## config.mk

```make
export PLATFORM = sky130hd
export DESIGN_NAME = apb_master
export DESIGN_NICKNAME = d
export VERILOG_FILES = /design/src/rtl/apb_master.sv
export SDC_FILE = /design/constraint.sdc
export NUM_CORES = 1
export LEC_CHECK = 0
export BUFFER_PORTS_ARGS = -buffer_cell sky130_fd_sc_hd__buf_4
export CORE_MARGIN = 4
export CORE_UTILIZATION = 35
export DETAILED_ROUTE_END_ITERATION = 12
export PLACE_DENSITY = 0.66
export SLEW_MARGIN = 10
export SYNTH_ARGS = -nofsm -noshare
export SYNTH_HDL_FRONTEND = slang
export SYNTH_SLANG_ARGS = --single-unit
```

## constraint.sdc

```tcl
create_clock -name m_apb_pclk_i -period 3.78 [get_ports m_apb_pclk_i]
set_input_delay 0 -clock m_apb_pclk_i [delete_from_list [all_inputs] [get_ports m_apb_pclk_i]]
set_output_delay 0 -clock m_apb_pclk_i [all_outputs]
set_load 0.01 [all_outputs]
```

## src/rtl/apb_master.sv

```systemverilog
// Single-transfer APB3 master: turns the bridge's flat read/write request into
// a SETUP/ACCESS sequence, with a wait-state timeout so a hung slave cannot stall the core.
module apb_master #(
    parameter int AW      = 32,
    parameter int DW      = 32,
    parameter int NSLV    = 4,
    parameter int TIMEOUT = 255
) (
    input  logic            m_apb_pclk_i,
    input  logic            m_apb_preset_i,

    input  logic [AW-1:0]   read_write_addr_i,
    input  logic [NSLV-1:0] read_write_sel_i,
    input  logic            write_en_i,
    input  logic [DW-1:0]   write_data_i,
    input  logic            read_en_i,
    output logic [DW-1:0]   read_data_o,
    output logic            busy_o,
    output logic            done_o,
    output logic            error_o,

    output logic [AW-1:0]   m_apb_paddr_o,
    output logic [NSLV-1:0] m_apb_psel_o,
    output logic            m_apb_penable_o,
    output logic            m_apb_pwrite_o,
    output logic [DW-1:0]   m_apb_pwdata_o,
    output logic [2:0]      m_apb_pprot_o,
    input  logic [DW-1:0]   m_apb_prdata_i,
    input  logic            m_apb_pready_i,
    input  logic            m_apb_pslverr_i
);

    localparam logic [1:0] ST_IDLE   = 2'd0;
    localparam logic [1:0] ST_SETUP  = 2'd1;
    localparam logic [1:0] ST_ACCESS = 2'd2;

    localparam logic [7:0] TIMEOUT_CNT = 8'(TIMEOUT);

    logic [1:0]      state;
    logic [7:0]      wait_cnt;
    logic [NSLV-1:0] sel_first;
    logic            accept;
    logic            timed_out;

    // Lowest set select bit wins, so the registered psel is always one-hot.
    always_comb begin
        // NOTE: default assignment first so no latch is inferred on paths that skip the loop body.
        sel_first = '0;
        for (int i = NSLV - 1; i >= 0; i--) begin
            if (read_write_sel_i[i]) begin
                sel_first    = '0;
                sel_first[i] = 1'b1;
            end
        end
    end

    assign accept    = (state == ST_IDLE) && (write_en_i || read_en_i);
    assign timed_out = !m_apb_pready_i && (wait_cnt == TIMEOUT_CNT);

    always_ff @(posedge m_apb_pclk_i or posedge m_apb_preset_i) begin
        if (m_apb_preset_i) begin
            state           <= ST_IDLE;
            wait_cnt        <= '0;
            m_apb_paddr_o   <= '0;
            m_apb_psel_o    <= '0;
            m_apb_penable_o <= 1'b0;
            m_apb_pwrite_o  <= 1'b0;
            m_apb_pwdata_o  <= '0;
            read_data_o     <= '0;
            done_o          <= 1'b0;
            error_o         <= 1'b0;
        end else begin
            // NOTE: non-blocking assignments everywhere here, so every flop samples pre-edge values.
            done_o  <= 1'b0;
            error_o <= 1'b0;

            case (state)
                ST_IDLE: begin
                    if (accept) begin
                        m_apb_paddr_o  <= read_write_addr_i;
                        m_apb_pwdata_o <= write_data_i;
                        m_apb_pwrite_o <= write_en_i;
                        if (|read_write_sel_i) begin
                            m_apb_psel_o <= sel_first;
                            state        <= ST_SETUP;
                        end else begin
                            // No slave addressed: finish immediately as an error, no bus cycle.
                            done_o      <= 1'b1;
                            error_o     <= 1'b1;
                            read_data_o <= '0;
                        end
                    end
                end

                ST_SETUP: begin
                    m_apb_penable_o <= 1'b1;
                    wait_cnt        <= '0;
                    state           <= ST_ACCESS;
                end

                ST_ACCESS: begin
                    if (m_apb_pready_i) begin
                        state           <= ST_IDLE;
                        m_apb_psel_o    <= '0;
                        m_apb_penable_o <= 1'b0;
                        done_o          <= 1'b1;
                        error_o         <= m_apb_pslverr_i;
                        if (!m_apb_pwrite_o) begin
                            read_data_o <= m_apb_pslverr_i ? '0 : m_apb_prdata_i;
                        end
                    end else if (timed_out) begin
                        state           <= ST_IDLE;
                        m_apb_psel_o    <= '0;
                        m_apb_penable_o <= 1'b0;
                        done_o          <= 1'b1;
                        error_o         <= 1'b1;
                        read_data_o     <= '0;
                    end else begin
                        wait_cnt <= wait_cnt + 8'd1;
                    end
                end

                default: begin
                    state           <= ST_IDLE;
                    m_apb_psel_o    <= '0;
                    m_apb_penable_o <= 1'b0;
                end
            endcase
        end
    end

    assign busy_o        = (state != ST_IDLE);
    assign m_apb_pprot_o = 3'b000;

endmodule

```

==> impl_metrics.env, run 1 <==
export IMPL_synth_warning_count=0
export IMPL_post_cts_repair_setup_buffers=0
export IMPL_grt_max_degree=74
export IMPL_core_rowCount=40
export IMPL_finClkSkew_ns=0.00650
export IMPL_postRouteAntennaNets=0
export IMPL_period_share_pct=68.5
export IMPL_cap_violations=0
export IMPL_tightestPinTransition_ns=0.883
export IMPL_cts_sinks=114
export IMPL_htree_levels=4
export IMPL_start_kind="flop"
export IMPL_cts_buffer_depth=2
export IMPL_relSlewSlack_pct=41.1
export IMPL_areaGrowthSynthToFinish_pct=77.3
export IMPL_gp_congestion=0.781
export IMPL_ios=214
export IMPL_wl_per_cell_um=16.5
export IMPL_viasPerCell=4.67
export IMPL_dr_pass1_iters=4
export IMPL_ir_worst_vdd_uv=555
export IMPL_use_met1_pct=20.3
export IMPL_ys_seq_area_share_pct=64.8
export IMPL_fin_setup_tns_ns=0
export IMPL_fp_coreArea_um2=12200
export IMPL_syn_area_per_cell_um2=14.7
export IMPL_setup_violations_final=0
export IMPL_required_ns=4.06
export IMPL_drc=0
export IMPL_min_path_type="in -> reg"
export IMPL_cts_tree="built"
export IMPL_wl_um=13300
export IMPL_hold_viol=0
export IMPL_synth_ff_type="dfrtp_1"
export IMPL_critPathArrivalTime_ns=2.87
export IMPL_crit_path_max_fanout=66
export IMPL_power_density_nw_per_um2=759
export IMPL_synth_ff_latch_count=114
export IMPL_cp_end_kind="flop"
export IMPL_cts_root_buf="clkbuf_16"
export IMPL_antenna_found_initial=0
export IMPL_drt_iter0_markers=205
export IMPL_grt_pass1_vias=4129
export IMPL_initial_core_util_pct=36.2
export IMPL_synth_area_um2=4410
export IMPL_syn_inst=299
export IMPL_outcome="finished clean"
export IMPL_via_count=3751
export IMPL_nets=729
export IMPL_grt_use_met2_pct=30.9
export IMPL_drive_gt1_share_pct=49.3
export IMPL_cts_made_buffers=17
export IMPL_synth_edff_count=0
export IMPL_yosys_cell_types_count=37
export IMPL_gr_usage_met3_pct=8.00
export IMPL_die_x_um=120
export IMPL_grt_usage_pct=18.3
export IMPL_clk_latency_ns=0.41
export IMPL_path_clk_slew_ns=0.05
export IMPL_period_needed_ns=2.59
export IMPL_critical_path_class="reg -> reg"
export IMPL_leakagePower_uw=0.00378
export IMPL_async_flop_share_pct=100
export IMPL_rsz0062_at_grt="false"
export IMPL_die_area_um2=14400
export IMPL_grt_pass1_wl_um=20700
export IMPL_gr_total_overflow=0
export IMPL_die_y_um=120
export IMPL_io_buffers=210
export IMPL_fillers=867
export IMPL_whs_ns=0.0868
export IMPL_hpwl_um=8390
export IMPL_drv_slew=0
export IMPL_max_freq_mhz=386
export IMPL_top_usage_layer="met2"
[per-stage QoR]
step / std cells / instance area [um2] / setup slack (ns) / total power [uW] / utilization, %
6_report: 804 / 7810 / 1.19 / 5930 / 64.2
5_1_grt: 803 / 7810 / 1.02 / 6250 / 64.2
4_1_cts: 803 / 7810 / 1.20 / 5980 / 64.2
3_5_place_dp: 664 / 6130 / 1.70 / 4220 / 50.4
3_3_place_gp: 664 / 6130 / 1.85 / 4150 / 50.4
2_1_floorplan: 301 / 4410 / 0.764 / 3130 / -
[critical path: stages, from the launching register on]
cell and delay (ns):
dfrtp_1 0.49, nor2_1 0.16, o21ai_4 0.08, buf_4 0.64, nor2_1 0.18, a32o_1 0.30, dlygate4sd3_1 0.56
[timing repair]
item / in CTS / in global routing
hold buffers: 107 / 0
resized for setup: 0 / 0
endpoints found under the hold margin: 175 / 0
[Yosys cell counts, types with 2 or more instances]
library cell	n	area share, %
nor2_1	11	0.94
nand2_1	5	0.43
nor3_1	4	0.45
mux2i_1	2	0.45
o21ai_0	3	0.34
nand4_1	2	0.28
buf_6	3	0.77
mux2_2	64	16
o211ai_1	3	0.51
nand2b_1	2	0.28
and3_1	3	0.43
inv_1	5	0.43
a21oi_1	2	0.23
buf_2	9	1.0
clkbuf_1	3	0.26
a22o_1	35	7.0
dfrtp_1	114	65
nor4_1	2	0.28
nand3_1	5	0.57
buf_4	3	0.51
a32o_1	2	0.45
xor2_1	2	0.40
[final timing paths]
check	startpoint	end	slack, ns	depth (start not counted)
hold reg to reg	m_apb_penable_o	m_apb_penable_o	0.48	1
min in group asynchronous	m_apb_preset_i	m_apb_pwdata_o[18]	0.35	3
hold / removal	m_apb_pready_i	wait_cnt[6]	0.09	5
max in group asynchronous	m_apb_preset_i	read_data_o[14]	2.34	4
setup reg to reg	state[1]	m_apb_psel_o[3]	1.19	6
setup / recovery	state[1]	m_apb_psel_o[3]	1.19	6
[kinds of logic (layout without fill, tap and decap cells)]
group / Yosys count / in the layout / synth area share [%]
other: 1 / 4 / 0.0851
adders and majority gates: 1 / 1 / 0.284
muxes: 66 / 66 / 16.8
DFF: 114 / 114 / 64.8
buffers and inverters: 23 / 357 / 2.98
and+or+nand+nor: 41 / 41 / 5.17
xor gates and xnor gates: 2 / 2 / 0.398
AOI/OAI and AO/OA: 51 / 51 / 9.51
[layout make-up]
| type | instances | area [um2] | share of cell area [%] |
|---|---|---|---|
| sequential | 114 | 2850 | 36.5 |
| clock buffer | 22 | 474 | 6.07 |
| inverter | 5 | 21.3 | 0.272 |
| multi-input combinational | 164 | 1450 | 18.5 |
| tap | 168 | 210 | 2.69 |
| clock inverter | 10 | 131 | 1.68 |
| antenna | 1 | 2.50 | 0.0320 |
| timing repair buffer | 320 | 2670 | 34.2 |
[sequential cells by signal (all words and copies together) (netlist names), 2 cells and up]
name,flops
m_apb_paddr_o,32
m_apb_pwdata_o,32
read_data_o,32
wait_cnt,8
m_apb_psel_o,4
state,2
[per-layer routing]
metal	vias to the layer above	wire, um
li1	1739	-
met1	1828	5270
met2	159	6710
met3	25	1080
met4	0	246
met5	-	0
[placed cells by master (no fill, tap or decap), types with 2 or more instances in the layout]
cell / instances
a21oi_1: 2
a22o_1: 35
a32o_1: 2
and3_1: 3
buf_4: 213
bufinv_16: 3
clkbuf_1: 2
clkbuf_16: 17
clkbuf_8: 3
clkinv_2: 5
conb_1: 3
dfrtp_1: 114
dlygate4sd3_1: 107
inv_1: 4
mux2_2: 64
mux2i_1: 2
nand2_1: 5
nand2b_1: 2
nand3_1: 5
nand4_1: 2
nor2_1: 11
nor3_1: 4
nor4_1: 2
o211ai_1: 3
o21ai_0: 2
xor2_1: 2
[where the power goes]
part | total (uW) | internal, uW | switching [uW]
clock network | 1620 | 1080 | 533
registers | 2050 | 1740 | 311
logic | 2260 | 1290 | 966
(Power assumes the default switching activity.)
==> run 2, diff against run 1 <==
clock period = 2.6 ns   (was 3.78 ns; I/O delays follow)
==> run 2 against run 1 <==
Compared with the run above: final area barely moved; register-to-register slack got worse by 0.97 ns; routed wire length barely moved; sequential share of layout area barely moved; largest cell class unchanged; via count fell by 0.32%; flip-flop and latch count did not move; largest power group unchanged; total power rose by 44%; final cell count fell by 0.12%.
==> impl_metrics.env, run 2 (synthesis results as in run 1) <==
export IMPL_p_switching_uw=2630
export IMPL_gp_congestion=0.847
export IMPL_crit_path_max_fanout=11
export IMPL_power_density_nw_per_um2=1090
export IMPL_drv_slew=0
export IMPL_setup_violations_final=0
export IMPL_cap_violations=0
export IMPL_htree_levels=4
export IMPL_gr_total_overflow=0
export IMPL_min_path_type="in -> reg"
export IMPL_power_frac_seq_pct=34.9
export IMPL_final_common_cell="buf_4"
export IMPL_antenna_cells=0
export IMPL_period_share_pct=91.6
export IMPL_grt_max_degree=59
export IMPL_cp_end_kind="flop"
export IMPL_rsz0062_at_grt="false"
export IMPL_relSlewSlack_pct=33.5
export IMPL_period_needed_ns=2.38
export IMPL_postRouteAntennaNets=0
export IMPL_crit_start="wait_cnt[0]"
export IMPL_critical_path_top_delay_family="compound AO/OA/AOI/OAI gates"
export IMPL_viasPerCell=4.66
export IMPL_required_ns=2.89
export IMPL_wl_per_cell_um=16.5
export IMPL_antenna_found_initial=0
export IMPL_clk_latency_ns=0.41
export IMPL_critPathArrivalTime_ns=2.67
export IMPL_die_x_um=120
export IMPL_dr_pass1_iters=4
export IMPL_reg2reg_from="wait_cnt[0]"
export IMPL_cts_made_buffers=17
export IMPL_nets=729
export IMPL_top_regs="m_apb_paddr_o x32, m_apb_pwdata_o x32, read_data_o x32"
export IMPL_slowest_stage="dlygate4sd3_1"
export IMPL_crit_chain="ha_1 > nand3_1 > o21ai_4 > o21ai_1 > a32o_1 > dlygate4sd3_1"
export IMPL_pwr_share_comb_pct=38.9
export IMPL_grt_pass1_vias=4089
export IMPL_core_rowCount=40
export IMPL_grt_usage_pct=18.7
export IMPL_via_count=3739
export IMPL_die_y_um=120
export IMPL_post_cts_repair_setup_buffers=0
export IMPL_whs_ns=0.0399
export IMPL_drc=0
export IMPL_wl_um=13300
export IMPL_grt_pass1_wl_um=21000
export IMPL_p_int_uw=5910
export IMPL_path_clk_slew_ns=0.05
export IMPL_crit_path_max_incr_delay_ns=0.54
export IMPL_cts_tree="built"
export IMPL_initial_core_util_pct=36.2
export IMPL_clkPwrFrac_pct=26.1
export IMPL_min_delay_start="m_apb_pready_i"
export IMPL_areaGrowthSynthToFinish_pct=77.2
export IMPL_switching_share_pct=30.8
export IMPL_drive_gt1_share_pct=48.8
export IMPL_fp_coreArea_um2=12200
export IMPL_leakagePower_uw=0.00376
export IMPL_drt_iter0_markers=222
export IMPL_finClkSkew_ns=0.00650
export IMPL_cts_sinks=114
export IMPL_cts_root_buf="clkbuf_16"
export IMPL_start_kind="flop"
export IMPL_final_cell_mix="buf_4, dfrtp_1, dlygate4sd3_1"
export IMPL_critPathBufInv=1
export IMPL_hpwl_um=8480
export IMPL_tightestPinTransition_ns=0.993
export IMPL_max_freq_mhz=420
export IMPL_die_area_um2=14400
export IMPL_ir_worst_vdd_uv=961
export IMPL_cts_buffer_depth=2
export IMPL_outcome="finished clean"
export IMPL_hold_viol=0
export IMPL_io_buffers=210
export IMPL_ios=214
export IMPL_critical_path_class="reg -> reg"
export IMPL_fin_setup_tns_ns=0
[run 2: cell type report]
cell class	count	area, um2
sequential	114	2850
clock inverter	5	75.1
inverter	5	22.5
multi-input combinational	164	1460
tap	168	210
timing repair buffer	320	2690
clock buffer	27	493
fill	872	4360
[run 2: path summary, 6_finish.rpt]
kind,to,slack (ns),cells after the start
max in group asynchronous,m_apb_paddr_o[17],1.60,4
setup reg to reg,m_apb_psel_o[3],0.22,6
setup / recovery,m_apb_psel_o[3],0.22,6
hold reg to reg,m_apb_penable_o,0.49,1
min in group asynchronous,m_apb_pwdata_o[19],0.21,3
hold / removal,state[1],0.04,4
[run 2: routing by layer]
metal	part of all wire, %	up-vias	track usage [%]
li1	-	1738	-
met1	40	1790	21.9
met2	48	188	30.1
met3	10	23	8.51
met4	2.0	0	6.94
met5	0	-	0
[run 2: power groups by stage]
| stage | combinational [uW] | sequential (uW) | clock, uW |
|---|---|---|---|
| 3_3_place_gp | 3110 | 2950 | 0 |
| 2_1_floorplan | 1290 | 3260 | 0 |
| 3_5_place_dp | 3180 | 2980 | 0 |
| 5_1_grt | 3560 | 3080 | 2370 |
| 6_report | 3320 | 2980 | 2230 |
| 4_1_cts | 3330 | 2960 | 2290 |
[run 2: tightest hold or removal path, cell delays in order]
cell     delay [ns]
buf_4          0.12
nor3b_2        0.08
o21ai_4        0.13
nand2_1        0.07
[run 2: repair_timing]
action	CTS	global route
setup endpoints to repair	0	1
resized for setup	0	2
endpoints found under the hold margin	126	0
hold buffers	106	0
[run 2: stage by stage]
stage / cells / utilization [%] / setup WS, ns / total power, uW / instance area [um2]
finish: 803 / 64.2 / 0.219 / 8540 / 7800
global route: 803 / 64.2 / 0.0763 / 9010 / 7800
CTS: 803 / 64.1 / 0.135 / 8580 / 7790
detailed placement: 665 / 50.7 / 0.503 / 6160 / 6160
global placement: 665 / 50.7 / 0.677 / 6070 / 6160
floorplan: 301 / - / 0.913 / 4550 / 4420
==> run 3, diff against run 2 <==
CORE_UTILIZATION = 46   (was 35)
HOLD_SLACK_MARGIN = 0.02   (was default)
PLACE_DENSITY = 0.82   (was 0.66)
==> run 3 against run 2 <==
Compared with the run above: combinational power rose by 3%; global-route usage rose by 9.1 points; die area fell by 22%; clock-buffer cell count fell by 8; critical path depth fell by 1; flip-flop and latch count did not move; hold slack improved by 0.072 ns; sequential share of layout area fell by 0.15 points; total power rose by 3.6%.
==> impl_metrics.env, run 3 (synthesis results as in run 1) <==
export IMPL_crit_chain="nor3b_1 > o21ai_4 > o21ai_1 > a22o_1 > dlygate4sd3_1"
export IMPL_ff2ff_path_depth=5
export IMPL_crit_path_max_incr_delay_ns=0.66
export IMPL_drv_slew=0
export IMPL_relSlewSlack_pct=30.9
export IMPL_grt_usage_pct=27.8
export IMPL_die_area_um2=11200
export IMPL_fin_setup_tns_ns=0
export IMPL_antenna_found_initial=0
export IMPL_die_x_um=106
export IMPL_instances_no_fill=768
export IMPL_outcome="finished clean"
export IMPL_gp_congestion=0.793
export IMPL_grt_pass1_wl_um=24000
export IMPL_reg2reg_from="state[1]"
export IMPL_nets=733
export IMPL_p_int_uw=5980
export IMPL_critical_path_top_delay_family="compound AO/OA/AOI/OAI gates"
export IMPL_die_y_um=106
export IMPL_antenna_cells=0
export IMPL_rsz0062_at_grt="false"
export IMPL_dr_pass1_iters=4
export IMPL_cp_depth=5
export IMPL_top_regs="m_apb_paddr_o x32, m_apb_pwdata_o x32, read_data_o x32"
export IMPL_hold_viol=0
export IMPL_whs_ns=0.112
export IMPL_wl_um=15300
export IMPL_ir_worst_vdd_uv=717
export IMPL_grt_max_degree=61
export IMPL_io_buffers=210
export IMPL_critical_path_class="reg -> reg"
export IMPL_gr_total_overflow=0
export IMPL_required_ns=3.03
export IMPL_max_freq_mhz=402
export IMPL_wl_per_cell_um=20.0
export IMPL_drt_iter0_markers=168
export IMPL_areaGrowthSynthToFinish_pct=77.9
export IMPL_core_rowCount=35
export IMPL_whs_path_depth=4
export IMPL_period_needed_ns=2.49
export IMPL_cap_violations=0
export IMPL_setup_violations_final=0
export IMPL_drive_gt1_share_pct=49.5
export IMPL_cts_made_buffers=17
export IMPL_drc=0
export IMPL_power_density_nw_per_um2=1130
export IMPL_post_cts_repair_setup_buffers=0
export IMPL_slowest_stage="nor3b_1"
export IMPL_fillers=464
export IMPL_cts_root_buf="clkbuf_8"
export IMPL_crit_start="state[1]"
export IMPL_tightestPinTransition_ns=1.03
export IMPL_hpwl_um=8600
export IMPL_crit_path_max_fanout=11
export IMPL_power_frac_seq_pct=34.3
export IMPL_via_count=3990
export IMPL_critPathBufInv=1
export IMPL_cts_sinks=114
export IMPL_min_path_type="in -> reg"
export IMPL_path_clk_slew_ns=0.06
export IMPL_final_cell_mix="buf_4, dfrtp_1, dlygate4sd3_1"
export IMPL_start_kind="flop"
export IMPL_leakagePower_uw=0.00380
export IMPL_cts_tree="built"
export IMPL_pwr_share_comb_pct=38.5
export IMPL_clk_latency_ns=0.51
export IMPL_period_share_pct=95.6
export IMPL_cts_buffer_depth=2
export IMPL_grt_pass1_vias=4470
export IMPL_switching_share_pct=32.4
export IMPL_place_inst=626
export IMPL_p_switching_uw=2870
export IMPL_dpl_cell_area_um2=6110
export IMPL_final_common_cell="buf_4"
export IMPL_finClkSkew_ns=0.0113
export IMPL_viasPerCell=5.20
export IMPL_critPathArrivalTime_ns=2.92
export IMPL_initial_core_util_pct=47.5
export IMPL_cp_end_kind="flop"
export IMPL_reg2reg_slack_ns=0.11
export IMPL_critPathCapture="m_apb_psel_o[1]"
export IMPL_post_route_cell_area_um2=7840
export IMPL_clkPwrFrac_pct=27.2
export IMPL_fin_util_pct=84.4
export IMPL_r2r_end="m_apb_psel_o[1]"
export IMPL_ios=214
export IMPL_htree_levels=4
export IMPL_fp_coreArea_um2=9280
export IMPL_postRouteAntennaNets=0
## run 3: worst min-delay path: cells and delay by family
kind,cells,cell delay [ns]
compound gates,2,0.39
buf+inv,1,0.11
simple gates,1,0.07
## run 3: worst min-delay path by stage
| stage | startpoint | end | slack (ns) |
|---|---|---|---|
| finish | read_en_i | error_o | 0.11 |
| global route | read_en_i | error_o | 0.14 |
| CTS | read_en_i | state[0] | 0.07 |
| detailed placement | m_apb_preset_i | m_apb_paddr_o[26] | -0.02 |
| global placement | m_apb_preset_i | m_apb_pwdata_o[27] | -0.02 |
| floorplan | read_write_sel_i[1] | m_apb_psel_o[1] | 0.13 |
## run 3: metal layers
layer	part of all wire, %	vias to the layer above	global-route usage, %
met1	36	1961	30.0
met4	3.1	0	12.1
met2	53	239	49.6
met3	8.0	42	9.06
met5	0	-	0
li1	-	1748	-
## run 3: repair_timing
item	CTS	global route
resized for setup	0	1
endpoints found under the hold margin	221	0
endpoints found under the setup margin	0	3
hold buffers	110	0
## run 3: power groups by stage
stage / Clock [uW] / Combinational, uW / Sequential (uW)
after global routing: 2510 / 3630 / 3110
after detailed placement: 0 / 3170 / 2990
final: 2410 / 3410 / 3030
after floorplan: 0 / 1290 / 3260
after CTS: 2420 / 3350 / 2980
after global placement: 0 / 3070 / 2950
## run 3: through the flow
step | total power (uW) | worst slack (ns)
after floorplan | 4550 | 0.913
after global placement | 6020 | 0.666
after detailed placement | 6160 | 0.522
after CTS | 8760 | 0.142
after global routing | 9250 | 0.0156
final | 8850 | 0.115
## run 3: area by class of cell
class	instances	area (um2)	area share (%)
repair buffers	324	2730	34.9
well taps	129	161	2.06
inverters	5	22.5	0.287
multi-input cells	164	1450	18.6
clock buffers	19	442	5.64
clock inverters	13	171	2.19
flip-flops and latches	114	2850	36.4
